<file path="src/rtl/ysyx_24090012_exu_pkg.sv">
// Shared op-code encoding, FSM state type and width-independent constants
// for the multi-cycle execute unit.
package ysyx_24090012_exu_pkg;

  localparam int OP_CODE_W = 5;
  localparam int PC_STEP   = 4;

  typedef enum logic [OP_CODE_W-1:0] {
    OP_ADD     = 5'd0,
    OP_SUB     = 5'd1,
    OP_AND     = 5'd2,
    OP_OR      = 5'd3,
    OP_XOR     = 5'd4,
    OP_SLT     = 5'd5,
    OP_SLTU    = 5'd6,
    OP_SLL     = 5'd7,
    OP_SRL     = 5'd8,
    OP_SRA     = 5'd9,
    OP_LUI     = 5'd10,
    OP_AUIPC   = 5'd11,
    OP_MEMADDR = 5'd12,
    OP_JAL     = 5'd13,
    OP_JALR    = 5'd14,
    OP_BEQ     = 5'd15,
    OP_BNE     = 5'd16,
    OP_BLT     = 5'd17,
    OP_BGE     = 5'd18,
    OP_BLTU    = 5'd19,
    OP_BGEU    = 5'd20,
    OP_MUL     = 5'd21,
    OP_MULH    = 5'd22,
    OP_MULHU   = 5'd23,
    OP_DIV     = 5'd24,
    OP_DIVU    = 5'd25,
    OP_REM     = 5'd26,
    OP_REMU    = 5'd27
  } op_e;

  typedef enum logic [1:0] {
    S_IDLE = 2'd0,
    S_BUSY = 2'd1,
    S_DONE = 2'd2
  } state_e;

  function automatic logic is_mul(op_e op);
    return (op == OP_MUL) || (op == OP_MULH) || (op == OP_MULHU);
  endfunction

endpackage

</file>
<file path="src/rtl/ysyx_24090012_mdu.sv">
// Iterative shift-add multiplier / restoring divider, one bit per cycle.
// The first bit is processed on the start edge, so done rises XLEN-1 edges later.
module ysyx_24090012_mdu
  import ysyx_24090012_exu_pkg::*;
#(
  parameter int XLEN = 32
) (
  input  logic            clk,
  input  logic            rst_n,
  input  logic            kill,
  input  logic            start,
  input  op_e             op,
  input  logic [XLEN-1:0] a,
  input  logic [XLEN-1:0] b,
  output logic            done,
  output logic [XLEN-1:0] result
);

  localparam int CW = $clog2(XLEN);

  logic            run_q;
  logic [CW-1:0]   cnt_q;
  op_e             op_q;
  logic            neg_q;
  logic [XLEN-1:0] hi_q, lo_q, m_q;

  logic            sa, sb, src_mul;
  logic [XLEN-1:0] abs_a, abs_b, src_hi, src_lo, src_m, nhi, nlo;
  logic [XLEN:0]   sum, shifted;

  // Signed ops run on magnitudes; the sign is reapplied to the final value.
  always_comb begin
    sa = 1'b0;
    sb = 1'b0;
    if (op == OP_MULH || op == OP_DIV || op == OP_REM) begin
      sa = a[XLEN-1];
      sb = b[XLEN-1];
    end
    abs_a   = sa ? -a : a;
    abs_b   = sb ? -b : b;
    src_mul = start ? is_mul(op) : is_mul(op_q);
    src_hi  = start ? '0 : hi_q;
    src_lo  = start ? (is_mul(op) ? abs_b : abs_a) : lo_q;
    src_m   = start ? (is_mul(op) ? abs_a : abs_b) : m_q;
    sum     = '0;
    shifted = '0;
    nhi     = src_hi;
    nlo     = src_lo;
    if (src_mul) begin
      sum = {1'b0, src_hi} + (src_lo[0] ? {1'b0, src_m} : '0);
      nhi = sum[XLEN:1];
      nlo = {sum[0], src_lo[XLEN-1:1]};
    end else begin
      shifted = {src_hi, src_lo[XLEN-1]};
      sum     = shifted - {1'b0, src_m};
      if (!sum[XLEN]) begin
        nhi = sum[XLEN-1:0];
        nlo = {src_lo[XLEN-2:0], 1'b1};
      end else begin
        nhi = shifted[XLEN-1:0];
        nlo = {src_lo[XLEN-2:0], 1'b0};
      end
    end
  end

  always_ff @(posedge clk or negedge rst_n) begin
    if (!rst_n) begin
      run_q <= 1'b0;
      cnt_q <= '0;
      op_q  <= OP_ADD;
      neg_q <= 1'b0;
      hi_q  <= '0;
      lo_q  <= '0;
      m_q   <= '0;
    end else if (kill) begin
      run_q <= 1'b0;
      cnt_q <= '0;
    end else if (start) begin
      run_q <= 1'b1;
      cnt_q <= CW'(XLEN-1);
      op_q  <= op;
      neg_q <= (op == OP_REM) ? sa : (sa ^ sb);
      hi_q  <= nhi;
      lo_q  <= nlo;
      m_q   <= src_m;
    end else if (run_q) begin
      if (cnt_q != '0) begin
        cnt_q <= cnt_q - 1'b1;
        hi_q  <= nhi;
        lo_q  <= nlo;
      end else begin
        run_q <= 1'b0;
      end
    end
  end

  assign done = run_q && (cnt_q == '0);

  logic [2*XLEN-1:0] prod, prod_s;
  logic [XLEN-1:0]   quo, rem;

  always_comb begin
    prod   = {hi_q, lo_q};
    prod_s = neg_q ? -prod : prod;
    quo    = neg_q ? -lo_q : lo_q;
    rem    = neg_q ? -hi_q : hi_q;
    case (op_q)
      OP_MUL:            result = prod_s[XLEN-1:0];
      OP_MULH, OP_MULHU: result = prod_s[2*XLEN-1:XLEN];
      OP_DIV, OP_DIVU:   result = quo;
      default:           result = rem;
    endcase
  end

endmodule

</file>
<file path="src/rtl/ysyx_24090012_exu_mc.sv">
// Multi-cycle execute unit: single-cycle ALU/branch/jump, optional iterative
// MUL/DIV enabled by defining YSYX_24090012_EXU_MDU_EN.
// state | meaning
// IDLE  | in_ready=1, accepting a new op
// BUSY  | iterative MDU op in progress
// DONE  | out_* valid and held until out_ready
module ysyx_24090012_exu_mc
  import ysyx_24090012_exu_pkg::*;
#(
  parameter int XLEN = 32,
  parameter int OP_W = 5
) (
  input  logic            clk,
  input  logic            rst_n,
  input  logic            in_valid,
  output logic            in_ready,
  input  logic [XLEN-1:0] in_pc,
  input  logic [XLEN-1:0] in_rs1,
  input  logic [XLEN-1:0] in_rs2,
  input  logic [XLEN-1:0] in_imm,
  input  logic [OP_W-1:0] in_op,
  input  logic            in_use_imm,
  output logic            out_valid,
  input  logic            out_ready,
  output logic [XLEN-1:0] out_result,
  output logic [XLEN-1:0] out_next_pc,
  output logic            out_redirect,
  output logic            out_illegal,
  input  logic            flush
);

  localparam int SHW = $clog2(XLEN);

  state_e          state;
  op_e             op;
  logic            op_hi_ok, ill, iter;
  logic [XLEN-1:0] b, pc4, res, npc;
  logic [SHW-1:0]  shamt;

  assign op       = op_e'(in_op[OP_CODE_W-1:0]);
  assign op_hi_ok = (in_op >> OP_CODE_W) == '0;
  assign b        = in_use_imm ? in_imm : in_rs2;
  assign shamt    = b[SHW-1:0];
  assign pc4      = in_pc + XLEN'(PC_STEP);
  assign in_ready = (state == S_IDLE);

  always_comb begin
    res  = '0;
    npc  = pc4;
    ill  = 1'b0;
    iter = 1'b0;
    if (!op_hi_ok) begin
      ill = 1'b1;
    end else begin
      case (op)
        OP_ADD:     res = in_rs1 + b;
        OP_SUB:     res = in_rs1 - b;
        OP_AND:     res = in_rs1 & b;
        OP_OR:      res = in_rs1 | b;
        OP_XOR:     res = in_rs1 ^ b;
        OP_SLT:     res = XLEN'($signed(in_rs1) < $signed(b));
        OP_SLTU:    res = XLEN'(in_rs1 < b);
        OP_SLL:     res = in_rs1 << shamt;
        OP_SRL:     res = in_rs1 >> shamt;
        OP_SRA:     res = $signed(in_rs1) >>> shamt;
        OP_LUI:     res = in_imm;
        OP_AUIPC:   res = in_pc + in_imm;
        OP_MEMADDR: res = in_rs1 + in_imm;
        OP_JAL: begin
          res = pc4;
          npc = in_pc + in_imm;
        end
        OP_JALR: begin
          res = pc4;
          npc = (in_rs1 + in_imm) & ~XLEN'(1);
        end
        OP_BEQ:  if (in_rs1 == in_rs2) npc = in_pc + in_imm;
        OP_BNE:  if (in_rs1 != in_rs2) npc = in_pc + in_imm;
        OP_BLT:  if ($signed(in_rs1) <  $signed(in_rs2)) npc = in_pc + in_imm;
        OP_BGE:  if ($signed(in_rs1) >= $signed(in_rs2)) npc = in_pc + in_imm;
        OP_BLTU: if (in_rs1 <  in_rs2) npc = in_pc + in_imm;
        OP_BGEU: if (in_rs1 >= in_rs2) npc = in_pc + in_imm;
`ifdef YSYX_24090012_EXU_MDU_EN
        OP_MUL, OP_MULH, OP_MULHU: iter = 1'b1;
        // Zero divisor and signed overflow finish without iterating.
        OP_DIV, OP_REM: begin
          if (b == '0)
            res = (op == OP_DIV) ? '1 : in_rs1;
          else if (in_rs1 == {1'b1, {(XLEN-1){1'b0}}} && b == '1)
            res = (op == OP_DIV) ? in_rs1 : '0;
          else
            iter = 1'b1;
        end
        OP_DIVU, OP_REMU: begin
          if (b == '0)
            res = (op == OP_DIVU) ? '1 : in_rs1;
          else
            iter = 1'b1;
        end
`endif
        default: ill = 1'b1;
      endcase
    end
  end

`ifdef YSYX_24090012_EXU_MDU_EN
  logic            mdu_start, mdu_done;
  logic [XLEN-1:0] mdu_res;

  assign mdu_start = (state == S_IDLE) && in_valid && !flush && iter;

  ysyx_24090012_mdu #(.XLEN(XLEN)) u_mdu (
    .clk    (clk),
    .rst_n  (rst_n),
    .kill   (flush),
    .start  (mdu_start),
    .op     (op),
    .a      (in_rs1),
    .b      (b),
    .done   (mdu_done),
    .result (mdu_res)
  );
`endif

  always_ff @(posedge clk or negedge rst_n) begin
    if (!rst_n) begin
      state        <= S_IDLE;
      out_valid    <= 1'b0;
      out_result   <= '0;
      out_next_pc  <= '0;
      out_redirect <= 1'b0;
      out_illegal  <= 1'b0;
    end else if (flush) begin
      state     <= S_IDLE;
      out_valid <= 1'b0;
    end else begin
      case (state)
        S_IDLE: begin
          if (in_valid) begin
            out_result   <= res;
            out_next_pc  <= npc;
            out_redirect <= (npc != pc4);
            out_illegal  <= ill;
            if (iter) begin
              state <= S_BUSY;
            end else begin
              state     <= S_DONE;
              out_valid <= 1'b1;
            end
          end
        end
        S_BUSY: begin
`ifdef YSYX_24090012_EXU_MDU_EN
          if (mdu_done) begin
            state      <= S_DONE;
            out_valid  <= 1'b1;
            out_result <= mdu_res;
          end
`else
          state <= S_IDLE;
`endif
        end
        S_DONE: begin
          if (out_ready) begin
            state     <= S_IDLE;
            out_valid <= 1'b0;
          end
        end
        default: state <= S_IDLE;
      endcase
    end
  end

endmodule

</file>
<file path="config.mk">
export PLATFORM = sky130hd
export DESIGN_NAME = ysyx_24090012_exu_mc
export DESIGN_NICKNAME = d
export VERILOG_FILES = /design/src/rtl/ysyx_24090012_exu_pkg.sv /design/src/rtl/ysyx_24090012_mdu.sv /design/src/rtl/ysyx_24090012_exu_mc.sv
export SDC_FILE = /design/constraint.sdc
export NUM_CORES = 1
export LEC_CHECK = 0
export BUFFER_PORTS_ARGS = -buffer_cell sky130_fd_sc_hd__buf_2
export CORE_MARGIN = 5
export CORE_UTILIZATION = 26
export CTS_CLUSTER_SIZE = 16
export DETAILED_ROUTE_END_ITERATION = 7
export PLACE_DENSITY_LB_ADDON = 0.05
export SLEW_MARGIN = 25
export SYNTH_ARGS = -nofsm -noshare
export SYNTH_HDL_FRONTEND = slang
export SYNTH_SLANG_ARGS = --single-unit
</file>
<file path="constraint.sdc">
create_clock -name clk -period 2.6 [get_ports clk]
set_input_delay 0.39 -clock clk [delete_from_list [all_inputs] [get_ports clk]]
set_output_delay 0.39 -clock clk [all_outputs]
set_load 0.02 [all_outputs]
</file>
## Word level (Yosys, flattened, before mapping)

Index checks and enable logic that the tools add are counted.

- Bits in latches: 0
- RAM bits: 0
- Register bits: 69
- Memory bits (read-only): 0
- Memories kept: 0

- Mux-type cells: 18
- Shifts and indexed selects: 3
- Div/mod/pow operators: 0
- Reductions and logical operators: 8
- Equal/unequal tests: 26
- Multiply operators: 0
- Bitwise logic cells: 4
- $lt $le $gt $ge: 6
- $add $sub $neg: 5

Operators with widths:

| kind | number |
|---|---|
| 32-bit one-hot mux with 14 select lines | 1 |
| 32-bit one-hot mux with 8 select lines | 1 |
| 32-bit 2-to-1 mux | 7 |
| 32-bit less-than comparator | 4 |
| 32-bit adder | 3 |
| 32-bit greater-or-equal comparator | 2 |
| 32-bit inequality test | 2 |
| 5-bit by 4-bit equality test with 1-bit output (second input constant) | 8 |
| 32-bit by 3-bit adder with 32-bit output (second input constant) | 1 |
| 32-bit AND | 1 |
| 32-bit equality test | 1 |
| 32-bit OR | 1 |
| 32-bit by 5-bit left shift with 32-bit output | 1 |
| 32-bit by 5-bit >> shifter with 32-bit output | 1 |
| 32-bit by 5-bit >>> shifter with 32-bit output | 1 |
| 32-bit subtractor | 1 |
| 32-bit XOR | 1 |
| 5-bit equality test (second input constant) | 5 |
| 21-bit OR reduction | 1 |
| 5-bit by 3-bit equality test with 1-bit output (second input constant) | 4 |
| 5-bit by 2-bit equality test with 1-bit output (second input constant) | 2 |
| 2-bit 2-to-1 mux | 3 |
| 3-bit AND reduction | 2 |
| 5-bit by 1-bit equality test with 1-bit output (second input constant) | 1 |
| other kinds (12) | 15 |

## Longest topological paths before layout

Gate-level depths: netlist of run 1.

- Word-level depth: 4
- Mapped depth: 21

## Least setup slack after synthesis of run 1

OpenSTA, ideal clock, no wires.

- Path kind: in2reg
- From: input port in_use_imm
- To: register out_result[31]
- Buffers on the path: 4
- Stages on the path: 18
- Arrival: 4.854 ns
- Path slack: -2.340 ns
- Path through: clkbuf_1 > mux2i_1 > clkbuf_1 > clkbuf_1 > buf_1 > ha_1 > a21oi_1 > o21bai_1 > a21o_1 > a2111oi_0 > o31a_1 > nor2_1 > nor2_1 > o31ai_1 > a221oi_1 > o21a_1 > or3b_2 > a32oi_1

- Word-level cells in the longest chain between the ends: 3
- Elaborated cells on any way between the ends: 10
- Classes of those cells: add/sub: 2; shift: 3; mux: 2; bitwise: 3

Ends and longest elaborated chain:

| what | RTL line | RTL |
|---|---|---|
| start: declaration | ysyx_24090012_exu_mc.sv:22 | `input logic in_use_imm,` |
| 32-bit 2-to-1 mux (*) | ysyx_24090012_exu_mc.sv:42 | `assign b = in_use_imm ? in_imm : in_rs2;` |
| 32-bit subtractor (tied with other cells) | ysyx_24090012_exu_mc.sv:57 | `OP_SUB: res = in_rs1 - b;` |
| 32-bit one-hot mux with 14 select lines (*) | ysyx_24090012_exu_mc.sv:55 | `case (op)` |
| end signal: assignment | ysyx_24090012_exu_mc.sv:140 | `out_result <= res;` |
| end: declaration | ysyx_24090012_exu_mc.sv:25 | `output logic [XLEN-1:0] out_result,` |

Mark *: on every way between the ends. The rest lies on a longest branch, timed or not.
A chain may end at the register's enable or synchronous reset.

## Final worst setup path of run 1

- From: input port in_rs2[1]
- To: register out_redirect

- Word-level cells in the longest chain between the ends: 4
- Elaborated cells on any way between the ends: 14
- Classes of those cells: order compare: 4; eq/ne: 3; mux: 7

Ends and longest elaborated chain:

| what | RTL line | RTL |
|---|---|---|
| start: declaration | ysyx_24090012_exu_mc.sv:19 | `input logic [XLEN-1:0] in_rs2,` |
| 32-bit greater-or-equal comparator (tied with other cells) | ysyx_24090012_exu_mc.sv:82 | `OP_BGEU: if (in_rs1 >= in_rs2) npc = in_pc + in_imm;` |
| 32-bit 2-to-1 mux (tied with other cells) | ysyx_24090012_exu_mc.sv:82 |  |
| 32-bit one-hot mux with 8 select lines (*) | ysyx_24090012_exu_mc.sv:55 |  |
| 32-bit inequality test (*) | ysyx_24090012_exu_mc.sv:142 | `out_redirect <= (npc != pc4);` |
| end signal: assignment | ysyx_24090012_exu_mc.sv:142 |  |
| end: declaration | ysyx_24090012_exu_mc.sv:27 | `output logic out_redirect,` |

Marked as above.

==> summary.md, run 1 <==
| Metric | Value |
|---|---|
| Largest net degree at the start of global routing | 69 |
| Status | finished, violations left |
| Die W | 276 µm |
| Max-slew headroom | 0.390 |
| Post-synthesis simple-gate area fraction | 0.224 |
| Post-synthesis mux area share | 0.0541 |
| Clock Skew | 0.0294 ns |
| Post-Synth XOR/XNOR Area | 0.0448 |
| Setup crit end kind | register |
| Core Region | 70000 µm² |
| Fin crit share | 1.55 |
| Worst setup SP type | input port |
| Post-Synth Adder-Cell Area | 0.135 |
| Crit-path cells | buf_6 > inv_4 > ha_4 > nor2b_4 > o211ai_1 > a21boi_2 > o31a_1 > buf_6 > o31a_1 > o2111ai_4 > buf_4 > buf_6 > a221oi_2 > buf_4 > a221o_1 > a2111oi_4 > and4b_1 > a21oi_2 |
| Routed wire length | 143000 µm |
| Seq cells post-synth | 67 |
| First-pass GRT wire length | 199000 µm |
| Worst-path clk slew | 0.09 ns |
| Routed vias/inst | 5.68 |
| CP max stage cell | o211ai_1 |
| TritonCTS clock tree | yes |
| Commonest non-fill, non-tap cell in the layout | buf_4 |
| Clock sinks | 67 |
| Final nets | 4449 |
| Pre-CTS setup slack | -2.80 ns |
| Final max-slew violation count | 0 |
| Fmax | 0.249 GHz |
| Post-Synthesis Cells | 2713 |
| DR iter-0 viols | 2587 |
| WHS | 0.168 ns |
| Synth Cell Area | 18400 µm² |
| Number of global-route vias before repair | 28243 |
| Share of post-route cells with drive strength above 1 | 0.529 |
| Avg Inst Size Synth | 6.78 µm² |
| Most frequent cell on the critical path | buf_6 |
| Critical Path RT | 2.88 ns |
| Fin crit period | 4.02 ns |
| Worst-Margin Slew | 0.915 ns |
| MaxCap Viol Count | 0 |
| Chip Height | 276 µm |
| GRT Overall Usage | 0.357 |
| Slowest stage delay, CP | 0.41 ns |
| Cell area after layout | 35900 µm² |
| Placement row count | 97 |
| Kind of critical path | in2reg |
| H-tree Lvls | 3 |
| Violated checks | negative setup slack |
| Antenna-violating nets left | 0 |
| DRC | 0 |
| Routed len/inst | 28.3 µm |
| Synth warnings | 0 |
| Most frequent cells in the layout | 1177 x buf_4, 273 x nand2_1, 199 x nor2_1 |
| Synth async-reset ratio | 1.00 |
| RD Place Congestion | 1.03 |
| Post-synthesis compound-gate area fraction | 0.387 |
| EDFF count, synth | 0 |
| # IOs | 207 |
| Synth-to-layout area growth | 95.3% |
| CTS Buf Count | 9 |
| Final hold violations | 0 |
| Power per cell area | 358 nW/µm² |
| Antenna violations before repair | 7 |
| Setup violations, final | 65 |
| Sequential-to-total area share from yosys stat | 0.0912 |
| Leakage Power | 0.0166 µW |
| Worst Setup Slack, final | -1.42 ns |
| GRT overflow | 0 |
| Dominant synthesized flop cell | dfrtp_1 |
| Clock Root Buffer | clkbuf_16 |
| Hpwl dp | 119000 µm |
| Filler Cell Count | 6955 |
| Via count | 28740 |
| Post-synthesis cell type count | 88 |
| Placed Area | 30500 µm² |
| Initial Util | 0.263 |
| Worst vdd ir | 288 µV |
| Net Count, Synth | 3048 |
| Buffers on Ports | 206 |
| Largest family of logic cells by synthesized area | compound AO/OA/AOI/OAI gates |
| CTS Buffer Depth | 2 |
| R2r setup slk | 0.19 ns |
| Clock Latency Late Sink | 0.41 ns |
| CP max FO | 14 |
| Hold WC Path Type | in2reg |
| Worst Path Arrival | 4.30 ns |
| DIE AREA | 76100 µm² |
| Drt first pass iters | 6 |
| RSZ-0062 raised after global routing | true |
-- logic make-up (layout without fill, tap and decap cells) --
group	after synthesis	count (layout)
XOR/XNOR	94	94
AND/OR/NAND/NOR	887	887
multiplexers	93	93
adder cells (fa/ha/maj)	196	196
flip-flops	67	67
AO/OA/AOI/OAI	1067	1067
buffers and inverters	309	1715
other	0	1
-- metal layers --
| layer | vias to the layer above | part of all wire | GRT usage |
|---|---|---|---|
| li1 | 13021 | - | - |
| met1 | 14206 | 0.44 | 0.495 |
| met2 | 1259 | 0.45 | 0.577 |
| met3 | 248 | 0.077 | 0.0548 |
| met4 | 6 | 0.037 | 0.102 |
| met5 | - | 0.00033 | 0 |
-- cell type report --
type | instances | area (µm²) | area share
diodes | 1 | 2.50 | 0.0000697
clock buffers | 10 | 229 | 0.00638
clock inverters | 6 | 90.1 | 0.00251
inverters | 142 | 617 | 0.0172
multi-input cells | 2337 | 19600 | 0.546
flip-flops and latches | 67 | 1680 | 0.0467
well taps | 940 | 1180 | 0.0328
repair buffers | 1557 | 12500 | 0.349
-- cell usage after synthesis, types with 19 or more instances --
library cell  number  share of area
nand2_1          314          0.064
o21ai_0          262          0.071
a21oi_1          226          0.062
nor2_1           223          0.046
ha_1             192           0.13
clkbuf_1         139          0.028
inv_1            139          0.028
mux2i_1           87          0.047
nand3_1           75          0.020
dfrtp_1           67          0.091
nor3_1            62          0.017
o211ai_1          61          0.025
a21o_1            59          0.024
xnor2_1           53          0.025
o21a_1            52          0.021
a221oi_1          45          0.021
xor2_1            41          0.020
nand4_1           37          0.013
a211oi_1          36          0.015
a22oi_1           35          0.014
o22ai_1           33          0.011
and3_1            28         0.0095
o221ai_1          28          0.013
a221o_1           27          0.015
a31oi_1           24         0.0082
nor2b_1           23         0.0078
o21bai_1          23         0.0094
nand2b_1          22         0.0075
or3_1             21         0.0071
buf_1             20         0.0041
o31ai_1           19         0.0078
-- worst max-delay path, delay by kind of cell --
kind	cells	cell delay (ns)
buffers and inverters	6	0.83
AOI/OAI and AO/OA	9	2.47
and+or+nand+nor	2	0.39
adders and majority gates	1	0.19
-- what timing repair did --
item,CTS,global route
setup buffers,103,65
pin swaps,190,254
endpoints found under the hold margin,26,0
setup endpoints to repair,65,65
hold buffers,1,0
gates cloned,6,0
gates resized for setup,586,362
-- state kept, by name, indices dropped and copies added (netlist names) --
signal,flops
out_redirect,1
out_illegal,1
out_next_pc,32
out_valid,1
out_result,32
-- where the power goes --
group          leakage (µW)  internal [µW]  switching [µW]  total [µW]
Sequential         0.000856           1210             124        1340
Clock              0.000153            846             685        1530
Combinational        0.0156           4550            5440        9990
-- stage by stage --
step | utilization | instances | power [µW] | TNS, ns
floorplan | - | 2713 | 4890 | -29.70
global placement | 0.435 | 4910 | 9500 | -99.53
detailed placement | 0.435 | 4910 | 9530 | -99.76
CTS | 0.487 | 5017 | 12100 | -43.46
global route | 0.513 | 5060 | 13400 | -52.75
finish | 0.513 | 5060 | 12900 | -49.51
-- final timing paths --
path	start	end	cells after the start
setup / recovery	in_rs2[1]	out_redirect	18
hold reg to reg	out_next_pc[2]	out_next_pc[2]	2
hold / removal	flush	out_valid	2
max in group asynchronous	rst_n	out_next_pc[19]	3
min in group asynchronous	rst_n	out_result[8]	2
setup reg to reg	out_valid	out_result[27]	11
(Power assumes the default switching activity.)
==> run 2, diff against run 1 <==
--- a/config.mk
+++ b/config.mk
@@ -6,6 +6,7 @@
 export NUM_CORES = 1
 export LEC_CHECK = 0
 export BUFFER_PORTS_ARGS = -buffer_cell sky130_fd_sc_hd__buf_2
+export CORE_ASPECT_RATIO = 2
 export CORE_MARGIN = 5
 export CORE_UTILIZATION = 26
 export CTS_CLUSTER_SIZE = 16
==> summary.md, run 2 (synthesis gave the netlist of run 1 again) <==
| Metric | Value |
|---|---|
| Final cell count without fillers | 4977 (-1.6%) |
| Buffers on Ports | 206 (unchanged) |
| Initial Util | 0.261 (-0.00156) |
| H-tree Lvls | 3 (unchanged) |
| First-pass GRT wire length | 204000 µm (+2.1%) |
| Clock sinks | 67 (unchanged) |
| TritonCTS clock tree | yes |
| Largest regs | out_next_pc (32), out_result (32) |
| Most frequent cells in the layout | 1156 x buf_4, 281 x nand2_1, 198 x nor2_1 |
| GRT Overall Usage | 0.371 (+0.0143) |
| Kind of critical path | in2reg |
| Fin crit period | 3.96 ns (-0.0603 ns) |
| Max-slew headroom | 0.375 (-0.0143) |
| Core Region | 70400 µm² (+0.60%) |
| Drt first pass iters | 6 (unchanged) |
| CP max FO | 7 (-7) |
| Crit path launch | in_rs2[7] |
| Final Util | 0.498 (-0.0146) |
| Setup violations, final | 65 (unchanged) |
| Antenna violations before repair | 4 (-3) |
| R2r setup slk | -0.05 ns (-0.24 ns) |
| CP max stage cell | or4_4 |
| Status | finished, violations left |
| Final hold violations | 0 (unchanged) |
| Reg-to-Reg Start | out_valid |
| Setup crit end kind | register |
| Hpwl dp | 125000 µm (+5.2%) |
| Final nets | 4394 (-1.2%) |
| Antenna-violating nets left | 0 (unchanged) |
| RD Place Congestion | 1.03 (-0.30%) |
| RSZ-0062 raised after global routing | true |
| Clock Latency Late Sink | 0.39 ns (-0.02 ns) |
| Worst Path Arrival | 4.24 ns (-0.06 ns) |
| CTS Buf Count | 9 (unchanged) |
| Switching Share | 0.486 (about the same) |
| Share of post-route cells with drive strength above 1 | 0.513 (-0.0157) |
| Worst Setup Slack, final | -1.36 ns (+0.0603 ns) |
| Hold path cells | 2 (unchanged) |
| Synth-to-layout area growth | 90.8% |
| Violated checks | negative setup slack |
| Clock Skew | 0.00834 ns (-0.0211 ns) |
| Die W | 198 µm (-28%) |
| MaxCap Viol Count | 0 (unchanged) |
| Routed len/inst | 29.7 µm (+4.9%) |
| # IOs | 207 (unchanged) |
| Largest net degree at the start of global routing | 57 (-17%) |
| Crit-path cells | buf_6 > inv_4 > ha_4 > a21oi_2 > o21ai_2 > a221o_1 > o31a_1 > buf_12 > buf_6 > or4_4 > a211oi_4 > buf_4 > nand2_4 > a2111oi_4 > nand4_1 > nor4_2 > buf_4 > and4b_1 > a21oi_1 |
| Worst setup SP type | input port |
| Critical Path RT | 2.88 ns (about the same) |
| Final max-slew violation count | 0 (unchanged) |
| Number of global-route vias before repair | 28103 (-0.50%) |
| R2R depth | 7 (-4) |
| CTS Buffer Depth | 2 (unchanged) |
| Worst-Margin Slew | 0.930 ns (+0.0148 ns) |
| Switch Pwr | 6140 µW (-1.7%) |
| Clock Root Buffer | clkbuf_16 |
| Worst setup path end | out_redirect |
| Placed Cells | 4842 (-1.4%) |
| Worst vdd ir | 384 µV (+34%) |
| Routed wire length | 148000 µm (+3.2%) |
| Fin crit share | 1.52 (-0.0232) |
| Pint | 6500 µW (-1.7%) |
| Accumulated negative setup slack | -41.58 ns (+7.93 ns) |
| GRT overflow | 0 (unchanged) |
| RR Endpoint | out_result[27] |
| Fmax | 0.253 GHz (+1.5%) |
| Slowest stage delay, CP | 0.54 ns (+0.13 ns) |
| Clk pwr share | 0.116 (-0.003) |
| DRC | 0 (unchanged) |
| DR iter-0 viols | 1894 (-27%) |
| DIE AREA | 76500 µm² (+0.42%) |
| Leakage Power | 0.0162 µW (-2.2%) |
| Logic pwr share | 0.778 (about the same) |
| Routed vias/inst | 5.61 (-1.3%) |
| Hold WC Path Type | in2reg |
| Chip Height | 386 µm (+40%) |
| Placement row count | 138 (+42%) |
| Power per cell area | 360 nW/µm² (+0.57%) |
| Commonest non-fill, non-tap cell in the layout | buf_4 |
| Via count | 27901 (-2.9%) |
| Flop pwr share | 0.106 (+0.002) |
| Worst-path clk slew | 0.07 ns (-0.02 ns) |
-- run 2: cell count changes in the layout (fill, tap and decap cells not counted), moves of 9 or more --
cell	delta
a21oi_1	+10
a21oi_2	-10
buf_4	-21
buf_6	-19
o21ai_0	+14
o21ai_4	-9
-- run 2: worst min-delay path by stage --
stage,startpoint,endpoint,slack (ns)
final,flush,out_valid,0.16
after global routing,flush,out_valid,0.18
after CTS,flush,out_valid,0.15
after detailed placement,rst_n,out_next_pc[3],0.41
after global placement,rst_n,out_next_pc[8],0.40
after floorplan,rst_n,out_illegal,0.09
-- run 2: area by class of cell --
class                   instances  area [µm²]
clock inverters                 5        77.6
clock buffers                  11         233
repair buffers               1502       12000
well taps                     910        1140
multi-input cells            2337       19300
diodes                          3        7.51
flip-flops and latches         67        1680
inverters                     142         606
fillers                      7175       35400
-- run 2: timing repair --
| action | 4_1_cts | 5_1_grt |
|---|---|---|
| gates resized for setup | 579 | 253 |
| setup buffers | 101 | 43 |
| hold endpoints to repair | 14 | 0 |
| hold buffers | 1 | 0 |
| setup endpoints to repair | 65 | 65 |
| cloned | 5 | 0 |
| pin swaps | 225 | 167 |
-- run 2: worst max-delay path: cells and delay by family --
family / cells / cell delay [ns]
simple gates: 5 / 1.28
fa+ha+maj: 1 / 0.20
compound gates: 7 / 1.59
buf+inv: 6 / 0.77
-- run 2: routing by layer --
metal,global-route usage,vias up,part of all wire
met5,0,-,0
met4,0.340,0,0.12
met3,0.0361,432,0.040
met2,0.646,1117,0.48
met1,0.389,13420,0.35
li1,-,12932,-
-- run 2: metrics by stage --
stage	worst slack, ns	hold slack [ns]	area, µm²	total power (µW)
after floorplan	-1.16	0.0944	19700	4890
after global placement	-2.02	0.402	30200	9600
after detailed placement	-1.98	0.412	30200	9570
after CTS	-1.31	0.146	33800	12100
after global routing	-1.39	0.175	35100	13200
final	-1.36	0.160	35100	12600
-- run 2: power by group through the flow --
stage,Sequential (µW),Combinational [µW],Clock [µW]
2_1_floorplan,1540,3350,0
3_3_place_gp,1350,8250,0
3_5_place_dp,1350,8220,0
4_1_cts,1330,9270,1510
5_1_grt,1360,10300,1530
6_report,1340,9830,1470
